[src/rtl/lcd_win_pkg.sv]
// lcd_win_pkg
// Shared definitions for the LCD window controller: host command codes and
// the controller FSM state encoding.
package lcd_win_pkg;

    localparam logic [2:0] CMD_REFLASH  = 3'd0;
    localparam logic [2:0] CMD_LOAD     = 3'd1;
    localparam logic [2:0] CMD_RIGHT    = 3'd2;
    localparam logic [2:0] CMD_LEFT     = 3'd3;
    localparam logic [2:0] CMD_UP       = 3'd4;
    localparam logic [2:0] CMD_DOWN     = 3'd5;
    localparam logic [2:0] CMD_MIRROR_X = 3'd6;
    localparam logic [2:0] CMD_MIRROR_Y = 3'd7;

    typedef enum logic [1:0] {
        ST_IDLE    = 2'd0,
        ST_LOAD    = 2'd1,
        ST_UPDATE  = 2'd2,
        ST_DISPLAY = 2'd3
    } state_t;

endpackage

[src/rtl/lcd_img_buf.sv]
// lcd_img_buf
// Image store for the LCD window controller. One synchronous write port and
// one asynchronous read port; the consumer registers the read data.
// Ports:
//   clk      rising-edge clock
//   i_we     write enable
//   i_waddr  write address (row*IMG_W+col)
//   i_wdata  write data
//   i_raddr  read address
//   o_rdata  read data (combinational)
module lcd_img_buf #(
    parameter int DW    = 8,
    parameter int DEPTH = 36,
    parameter int AW    = 6
) (
    input  logic          clk,
    input  logic          i_we,
    input  logic [AW-1:0] i_waddr,
    input  logic [DW-1:0] i_wdata,
    input  logic [AW-1:0] i_raddr,
    output logic [DW-1:0] o_rdata
);

    logic [DW-1:0] r_mem [DEPTH];

    always_ff @(posedge clk) begin
        if (i_we) begin
            r_mem[i_waddr] <= i_wdata;
        end
    end

    assign o_rdata = r_mem[i_raddr];

endmodule

[src/rtl/lcd_win_ctrl.sv]
// lcd_win_ctrl
// LCD window controller: holds one IMG_W x IMG_H image loaded serially and,
// per host command, streams a WIN x WIN window (optionally mirrored in x
// and/or y) in raster order.
// Ports:
//   clk           rising-edge clock
//   reset         synchronous active-high reset
//   datain        pixel stream during Load, raster order
//   cmd           command code (see lcd_win_pkg)
//   cmd_valid     command strobe, honoured only while busy=0
//   dataout       window pixel, registered
//   output_valid  dataout qualifier
//   busy          high while a command is in progress
module lcd_win_ctrl
    import lcd_win_pkg::*;
#(
    parameter int DW    = 8,
    parameter int IMG_W = 6,
    parameter int IMG_H = 6,
    parameter int WIN   = 3
) (
    input  logic          clk,
    input  logic          reset,
    input  logic [DW-1:0] datain,
    input  logic [2:0]    cmd,
    input  logic          cmd_valid,
    output logic [DW-1:0] dataout,
    output logic          output_valid,
    output logic          busy
);

    localparam int N  = IMG_W * IMG_H;
    localparam int AW = (N > 1)     ? $clog2(N)     : 1;
    localparam int XW = (IMG_W > 1) ? $clog2(IMG_W) : 1;
    localparam int YW = (IMG_H > 1) ? $clog2(IMG_H) : 1;
    localparam int WW = (WIN > 1)   ? $clog2(WIN)   : 1;

    localparam logic [XW-1:0] X_DEF  = XW'((IMG_W - WIN) / 2);
    localparam logic [XW-1:0] X_MAX  = XW'(IMG_W - WIN);
    localparam logic [YW-1:0] Y_DEF  = YW'((IMG_H - WIN) / 2);
    localparam logic [YW-1:0] Y_MAX  = YW'(IMG_H - WIN);
    localparam logic [WW-1:0] W_LAST = WW'(WIN - 1);
    localparam logic [AW-1:0] K_LAST = AW'(N - 1);

    state_t        r_state, w_state_n;
    logic [2:0]    r_cmd, w_cmd_n;
    logic [XW-1:0] r_x0, w_x0_n;
    logic [YW-1:0] r_y0, w_y0_n;
    logic          r_mx, w_mx_n;
    logic          r_my, w_my_n;
    logic [AW-1:0] r_k, w_k_n;
    logic [WW-1:0] r_r, w_r_n;
    logic [WW-1:0] r_c, w_c_n;
    logic          r_valid;
    logic [DW-1:0] r_dout;

    logic          w_issue;
    logic          w_we;
    logic [WW-1:0] w_wr, w_wc;
    logic [YW-1:0] w_srow;
    logic [XW-1:0] w_scol;
    logic [AW-1:0] w_raddr;
    logic [DW-1:0] w_rdata;
    logic [DW-1:0] w_pix;

    // Next-state logic. w_issue marks a cycle that fetches the pixel shown in
    // the following cycle; the fetch uses the *next* window position, mirror
    // flags and window index so the first DISPLAY cycle already sees the
    // updated window.
    always_comb begin
        w_state_n = r_state;
        w_cmd_n   = r_cmd;
        w_x0_n    = r_x0;
        w_y0_n    = r_y0;
        w_mx_n    = r_mx;
        w_my_n    = r_my;
        w_k_n     = r_k;
        w_r_n     = r_r;
        w_c_n     = r_c;
        w_issue   = 1'b0;
        w_we      = 1'b0;
        case (r_state)
            ST_IDLE: begin
                if (cmd_valid) begin
                    w_cmd_n   = cmd;
                    w_k_n     = '0;
                    w_state_n = (cmd == CMD_LOAD) ? ST_LOAD : ST_UPDATE;
                end
            end
            ST_LOAD: begin
                w_we  = 1'b1;
                w_k_n = r_k + 1'b1;
                if (r_k == K_LAST) begin
                    w_x0_n    = X_DEF;
                    w_y0_n    = Y_DEF;
                    w_mx_n    = 1'b0;
                    w_my_n    = 1'b0;
                    w_r_n     = '0;
                    w_c_n     = '0;
                    w_issue   = 1'b1;
                    w_state_n = ST_DISPLAY;
                end
            end
            ST_UPDATE: begin
                case (r_cmd)
                    CMD_RIGHT:    if (r_x0 < X_MAX) w_x0_n = r_x0 + 1'b1;
                    CMD_LEFT:     if (r_x0 != '0)   w_x0_n = r_x0 - 1'b1;
                    CMD_UP:       if (r_y0 != '0)   w_y0_n = r_y0 - 1'b1;
                    CMD_DOWN:     if (r_y0 < Y_MAX) w_y0_n = r_y0 + 1'b1;
                    CMD_MIRROR_X: w_mx_n = ~r_mx;
                    CMD_MIRROR_Y: w_my_n = ~r_my;
                    default:      ;
                endcase
                w_r_n     = '0;
                w_c_n     = '0;
                w_issue   = 1'b1;
                w_state_n = ST_DISPLAY;
            end
            ST_DISPLAY: begin
                if (r_r == W_LAST && r_c == W_LAST) begin
                    w_state_n = ST_IDLE;
                end else begin
                    w_issue = 1'b1;
                    if (r_c == W_LAST) begin
                        w_c_n = '0;
                        w_r_n = r_r + 1'b1;
                    end else begin
                        w_c_n = r_c + 1'b1;
                    end
                end
            end
            default: w_state_n = ST_IDLE;
        endcase
    end

    // Source coordinate of the pixel being fetched.
    assign w_wr    = w_my_n ? (W_LAST - w_r_n) : w_r_n;
    assign w_wc    = w_mx_n ? (W_LAST - w_c_n) : w_c_n;
    assign w_srow  = w_y0_n + YW'(w_wr);
    assign w_scol  = w_x0_n + XW'(w_wc);
    assign w_raddr = AW'(32'(w_srow) * IMG_W + 32'(w_scol));

    lcd_img_buf #(
        .DW    (DW),
        .DEPTH (N),
        .AW    (AW)
    ) u_img_buf (
        .clk     (clk),
        .i_we    (w_we),
        .i_waddr (r_k),
        .i_wdata (datain),
        .i_raddr (w_raddr),
        .o_rdata (w_rdata)
    );

    // The last Load cycle writes and fetches in the same cycle; forward the
    // incoming pixel when the first window pixel is the one being written.
    assign w_pix = (w_we && (r_k == w_raddr)) ? datain : w_rdata;

    always_ff @(posedge clk) begin
        if (reset) begin
            r_state <= ST_IDLE;
            r_cmd   <= CMD_REFLASH;
            r_x0    <= X_DEF;
            r_y0    <= Y_DEF;
            r_mx    <= 1'b0;
            r_my    <= 1'b0;
            r_k     <= '0;
            r_r     <= '0;
            r_c     <= '0;
            r_valid <= 1'b0;
            r_dout  <= '0;
        end else begin
            r_state <= w_state_n;
            r_cmd   <= w_cmd_n;
            r_x0    <= w_x0_n;
            r_y0    <= w_y0_n;
            r_mx    <= w_mx_n;
            r_my    <= w_my_n;
            r_k     <= w_k_n;
            r_r     <= w_r_n;
            r_c     <= w_c_n;
            r_valid <= w_issue;
            if (w_issue) begin
                r_dout <= w_pix;
            end
        end
    end

    assign dataout      = r_dout;
    assign output_valid = r_valid;
    assign busy         = (r_state != ST_IDLE);

endmodule

[config.mk]
export PLATFORM = sky130hd
export DESIGN_NAME = lcd_win_ctrl
export DESIGN_NICKNAME = d
export VERILOG_FILES = /design/src/rtl/lcd_win_pkg.sv /design/src/rtl/lcd_img_buf.sv /design/src/rtl/lcd_win_ctrl.sv
export SDC_FILE = /design/constraint.sdc
export NUM_CORES = 1
export LEC_CHECK = 0
export ABC_AREA = 0
export CAP_MARGIN = 30
export CORE_MARGIN = 5
export CORE_UTILIZATION = 55
export CTS_BUF_LIST = sky130_fd_sc_hd__clkbuf_8 sky130_fd_sc_hd__clkbuf_16
export DETAILED_ROUTE_END_ITERATION = 7
export GPL_ROUTABILITY_DRIVEN = 0
export GPL_TIMING_DRIVEN = 0
export PLACE_DENSITY = 0.72
export SYNTH_ARGS = -nofsm -noshare
export SYNTH_HDL_FRONTEND = slang
export SYNTH_SLANG_ARGS = --single-unit
[constraint.sdc]
create_clock -name clk -period 7.65 [get_ports clk]
set_input_delay 1.1475 -clock clk [delete_from_list [all_inputs] [get_ports clk]]
set_output_delay 1.1475 -clock clk [all_outputs]
set_load 0.005 [all_outputs]
## Word-level counts from Yosys, hierarchy flattened

Memory sizes are Yosys's and may differ from the RTL's. A register that Yosys moved wholly into a read port is not among the register bits.
Cells that the tools add are included.
Widths: inputs -> output; s select.

- Flip-flop bits (word level): 24
- Memory bits (writable): 288
- Logic and storage cells: 92
- Memories kept: 1

Memory list:

| name | words | width | read ports | clocked after memory_dff | write ports | line | source |
|---|---|---|---|---|---|---|---|
| u_img_buf.r_mem | 36 | 8 | 1 | 1 | 1 | lcd_img_buf.sv:24 | `logic [DW-1:0] r_mem [DEPTH];` |

- Multiplexer cells: 39
- Bitwise gates (word level): 2
- Magnitude comparators: 2
- Equal/unequal tests: 16
- Reductions and logical operators: 9
- Multipliers: 1
- Add/subtract/negate cells: 12

Operator list:

| kind | number |
|---|---|
| $mux 2 | 12 |
| $pmux 3 s2 | 4 |
| $mux 3 | 6 |
| $eq 3x3->1 const B | 4 |
| $pmux 2 s3 | 2 |
| $pmux 6 s2 | 1 |
| $mux 1 | 9 |
| $eq 2x2->1 const B | 4 |
| $pmux 2 s4 | 1 |
| $add 3x1->3 const B | 2 |
| $add 3x2->3 | 2 |
| $add 6x1->6 const B | 1 |
| $add 6x3->6 | 1 |
| $eq 3x2->1 const B | 2 |
| $eq 6x6->1 const B | 1 |
| $lt 3x2->1 const B | 2 |
| $mux 6 | 1 |
| $ne 2x2->1 const B | 3 |
| $reduce_bool 3->1 | 2 |
| $sub 3x1->3 const B | 2 |
| $mul 3x2->5 const B | 1 |
| $add 2x1->2 const B | 2 |
| $pmux 1 s2 | 2 |
| $reduce_and 2->1 | 2 |
| 9 further kinds | 12 |

## Depth between registers and ports, before layout

- Depth after elaboration: 9
- Mapped depth: 23
- Mapped depth without buffers: 21

## Modules after synthesis

Synthesis repeated with hierarchy kept, for this count alone.

- Cell total of the unflattened synthesis: 931
- Area, all modules: 14048.5 µm²

Modules (own cells, without submodules):

| module | area an instance (µm²) | cells an instance | instances |
|---|---|---|---|
| lcd_img_buf | 11552.3 | 622 | 1 |
| lcd_win_ctrl | 2496.1 | 309 | 1 |

## Worst setup path after synthesis

No wires, ideal clock.

- Path type: register -> register
- Start: register r_k[5]
- End: register r_dout[0], in the netlist dataout[0] (read register of u_img_buf.r_mem)
- Setup time: 0.122 ns
- Period minus slack after synthesis: 5.617 ns
- Path slack: 2.033 ns
- Data arrival time: 5.495 ns
- Stages on the path, launching flop included: 19
- Data required time: 7.528 ns
- Cells stage by stage: dfxtp_1 > or3b_1 > buf_2 > nor3b_1 > nand2b_1 > o211ai_1 > a21oi_1 > nand2_1 > xor2_1 > fa_1 > xnor2_1 > inv_1 > fa_1 > xor2_1 > clkbuf_1 > mux4_2 > mux2i_1 > o21ai_0 > a221o_1

- Word-level cells in the longest chain between the ends: 8
- Elaborated cells between the ends (all ways): 23
- Classes of those cells: add/sub: 5; mul: 1; eq/ne: 1; mux: 16

RTL lines:

| what | line | source |
|---|---|---|
| start: declaration | lcd_win_ctrl.sv:51 | `logic [AW-1:0] r_k, w_k_n;` |
| start signal: assignment | lcd_win_ctrl.sv:180 | `r_k <= w_k_n;` |
| $eq 6x6->1 (*) | lcd_win_ctrl.sv:93 | `if (r_k == K_LAST) begin` |
| $mux 2 | lcd_win_ctrl.sv:93 |  |
| $pmux 2 s3 | lcd_win_ctrl.sv:82 | `case (r_state)` |
| $sub 2x2->2 | lcd_win_ctrl.sv:137 | `assign w_wr = w_my_n ? (W_LAST - w_r_n) : w_r_n;` |
| $mux 2 | lcd_win_ctrl.sv:137 |  |
| $add 3x2->3 | lcd_win_ctrl.sv:139 | `assign w_srow = w_y0_n + YW'(w_wr);` |
| $mul 3x2->5 | lcd_win_ctrl.sv:141 | `assign w_raddr = AW'(32'(w_srow) * IMG_W + 32'(w_scol));` |
| $add 6x3->6 | lcd_win_ctrl.sv:141 |  |
| end: declaration | lcd_win_ctrl.sv:55 | `logic [DW-1:0] r_dout;` |

Every way passes the cells marked *; elsewhere a longest branch is shown, timed or not.
A chain may end at the register's enable or synchronous reset.

## Worst setup path after layout

- Start: register r_k[5]
- End: register r_dout[5], in the netlist dataout[5] (read register of u_img_buf.r_mem)

The elaborated chain is that of the path after synthesis.

==> impl.org <==
** Power
- Leakage :: 0.00517 uW
- Of the total power, combinational logic draws 0.371.
- Total power per unit cell area :: 376 nW/um^2
- Of the total power, the share spent switching nets is 0.311.
- Internal power comes to 4050 uW.
- Worst ir drop on vdd :: 0.275 mV
- Share of total power in the clock network :: 0.297
- Of the total power, registers draw 0.332.
- P_sw :: about 1800 uW

** Job
- Count of max-cap constraint violations :: 0

** Min path
- HP Start :: r_r[1]$_SDFF_PP0_
- The worst hold path passes through 2 cells.
- Worst Hold End :: r_r[1]$_SDFF_PP0_
- The tightest min-delay check is of the flip-flop to flip-flop type.

** Cells and area
- The library cell used most frequently in the layout, excluding fill and tap cells, is edfxtp_1.
- Leaving out filler cells and counting taps, the final layout contains approximately 1200.
- Once layout is done, the placed cells without fillers occupy 15600 um^2.
- For this run, the share of the core covered by cells in the final layout is 0.643.
- Number of diodes :: 0
- Layout cells sized above 1 :: 0.198
- The area growth from synthesis to layout is 15.3%.
- The library cells used most frequently in the layout, excluding fill and tap cells, are edfxtp_1 (288), nor2_1 (81), mux4_2 (71).
- For this run, the post-layout net count is 917.

** STA
- Final Cycle Share :: 0.888
- Endpoints failing setup :: 0
- Final clock skew :: 32.4 ps
- After layout, the minimum clock period comes to ~6800 ps.
- At the pin with the least slew margin, the transition time is around 940 ps.
- The number of failing hold endpoints at the final stage was 0.
- For the final routed database, the setup TNS stands at 0 ps.
- Worst max-slew margin expressed relative to the limit :: 0.373
- Max-slew violation count :: 0
- Timing would allow up to about 0.15 GHz.
- PnR worst setup slack :: roughly 860 ps
- Setup repair after global routing left no endpoint under its margin.

** Drt
- DRT Pass-1 Iters :: 5
- Violation count after the first detailed-route iteration :: 784
- Average wire per standard cell :: 24.1 um
- The detail route stage leaves a number of antenna-violating nets equal to 0.
- After detailed routing, the number of remaining DRC violations is 0.
- Detailed-route wire length :: 29600 um
- The detailed router placed 7536 vias in this run.
- Dividing the detail-routed via count by the number of cells gives 6.13.

** Floorplanning
- Die area :: 27900 um^2
- In this run the core area contains 57 standard-cell rows.
- Core box area :: approximately 24000 um^2
- The initial utilization of the core area, before any placement, comes to 0.558.
- The die is 167 um tall.
- Die Wd :: between 150 and 200 um
- 24 I/O pins were placed.

** Clock network
- The tree is rooted in a clkbuf_16.
- Number of buffers between clock root and the deepest sink :: 3
- Number of buffers added for setup after CTS :: 0
- CTS built an H-tree with a depth of 1.
- Post-cts repair resize count :: 0
- TritonCTS clock tree :: built
- In this run, CTS created clock tree buffers numbering 31.
- The clock reaches the later pin of the worst-skew pair after approximately 560 ps.
- Clock-pin transition on the worst setup and hold timing paths :: about 60 ps
- Clock Sink Count :: 320
- Cts-stage hold buffer count :: 0

** Synthesis
- Post-synthesis sequential area ratio :: 0.684
- A synthesized cell averages 16.8 um^2.
- For this run, asynchronously set or reset flops after synthesis account for 0.
- Summing every instance area after synthesis gives 13600 um^2.
- Synthesis produced a netlist with a net count of 847.
- Register bit count reported by yosys :: 320
- Synthesis produced approximately 800 cells.
- During synthesis, Yosys emitted a total of 0 warnings.
- In this run, synthesis inferred 288 flip-flops with an integrated enable.
- For this run, the leading register cell type out of synthesis is edfxtp_1.
- Cell variety after synth :: 58

** Placed design
- Buffers on Ports :: 23
- After detailed placement, the total cell area comes to 14400 um^2.
- Summed over all nets, the half-perimeter wirelength after detailed placement is 20300 um.
- Timing analysis after detailed placement gives a worst setup slack of 1020 ps.
- In this run, placement finished with an instance count of around 1200.

** Status
- The flow ran to the end, and the final reports show no timing, DRC or antenna violations.

** Worst setup path
- Setup slack of the most critical reg-to-reg path :: 860 ps
- Along the worst path, the maximum fanout reaches 10.
- STA classifies the critical path startpoint as a flip-flop.
- Kind of critical path :: flip-flop to flip-flop
- The worst register-to-register path has a depth of 19.
- The worst setup path is captured at a flip-flop.
- Crit path arrival time :: 7240 ps
- Data on the critical path is required at its endpoint by 8100 ps.
- FF-to-FF Start :: r_k[5]$_SDFFE_PP0P_
- The endpoint identified for the worst register-to-register timing path is dataout[5]$_SDFFE_PP0P_.

** Global route
- The first global-routing pass estimated 46100 um of wire.
- The number of antenna violations at the first check in global routing was 0.
- Entering global routing, the biggest net connects 34 pins.
- Global routing usage summed across all routing layers :: 0.214
- Total overflow reported by the global router :: 0
- Number of global-route vias before repair :: 7691
through the flow:
step | hold WS (ps) | power [uW]
2_1_floorplan | 478 | 3460
3_3_place_gp | 504 | 4070
3_5_place_dp | 529 | 4130
4_1_cts | 538 | 5880
5_1_grt | 577 | 6150
6_report | 540 | 5880
registers in the layout, indices dropped and copies added, names as in the netlist:
register and cells:
output_valid 1, r_my 1, r_y0 3, r_mx 1, u_img_buf.r_mem 288, r_k 6
dataout 8, r_c 2, r_cmd 3, r_x0 3, r_state 2, r_r 2
worst max-delay path: stages (launching register included):
cell      delay, ps
dfxtp_1         500
or3b_1          380
buf_2           180
nor3b_1         590
nand2b_1        260
nand2_1         100
a21oi_1         270
nand2_1         100
xnor2_1         160
fa_1            530
ha_1            300
clkbuf_1        490
clkbuf_1        710
clkbuf_1        590
mux4_2          450
a22oi_1         180
o21ai_0         220
mux2i_1         240
o21ai_0         100
a221o_1         300
layout make-up:
class                      instances  area, um^2
sequential                       320        9290
fill                            1629        8670
multi-input combinational        434        4060
clock buffer                      31         776
timing repair buffer              37         484
clock inverter                    27         410
tap                              324         405
buffer                            38         153
inverter                          18        67.6
layer usage:
layer,share of wire,GRT usage,up-vias
met5,0,0,-
met4,0.024,0.0523,0
met3,0.067,0.0277,61
met2,0.51,0.365,318
met1,0.40,0.296,3832
li1,-,-,3325
cells in the mapped netlist (all sizes together), types with 7 or more instances:
| library cell | number | area share |
|---|---|---|
| buf | 11 | 0.0038 |
| nand2 | 39 | 0.011 |
| inv | 18 | 0.0050 |
| nor3 | 8 | 0.0033 |
| a221o | 7 | 0.0052 |
| and2 | 8 | 0.0037 |
| nand3 | 13 | 0.0048 |
| mux4 | 71 | 0.12 |
| dfxtp | 32 | 0.047 |
| a21oi | 19 | 0.0070 |
| ha | 19 | 0.018 |
| nand2b | 7 | 0.0032 |
| o21ai | 24 | 0.0091 |
| o22ai | 11 | 0.0051 |
| clkbuf | 27 | 0.0075 |
| nor2 | 81 | 0.022 |
| mux2i | 13 | 0.0096 |
| edfxtp | 288 | 0.64 |
| nor2b | 13 | 0.0060 |
| xnor2 | 12 | 0.0091 |
| mux2 | 22 | 0.018 |
logic make-up after synthesis:
family	synth area share
buffers and inverters	0.0162
adders and majority gates	0.0234
AOI/OAI and AO/OA	0.0499
DFF	0.684
muxes	0.146
xor gates and xnor gates	0.0136
and+or+nand+nor	0.0668
worst max path at each step:
stage / startpoint / end / slack (ps)
floorplan: r_k[5]$_SDFFE_PP0P_ / dataout[0]$_SDFFE_PP0P_ / 2030
global placement: r_k[5]$_SDFFE_PP0P_ / dataout[3]$_SDFFE_PP0P_ / 750
detailed placement: r_k[5]$_SDFFE_PP0P_ / dataout[7]$_SDFFE_PP0P_ / 1020
CTS: r_k[5]$_SDFFE_PP0P_ / dataout[7]$_SDFFE_PP0P_ / 970
global route: r_k[5]$_SDFFE_PP0P_ / dataout[5]$_SDFFE_PP0P_ / 440
finish: r_k[5]$_SDFFE_PP0P_ / dataout[5]$_SDFFE_PP0P_ / 860
power by group through the flow:
stage               Clock [uW]  Combinational (uW)  Sequential (uW)
floorplan                    0                1470             1980
global placement             0                2080             1990
detailed placement           0                2140             1990
CTS                       1760                2170             1950
global route              1850                2350             1960
finish                    1750                2180             1950
Power figures use the tool's default switching activity.
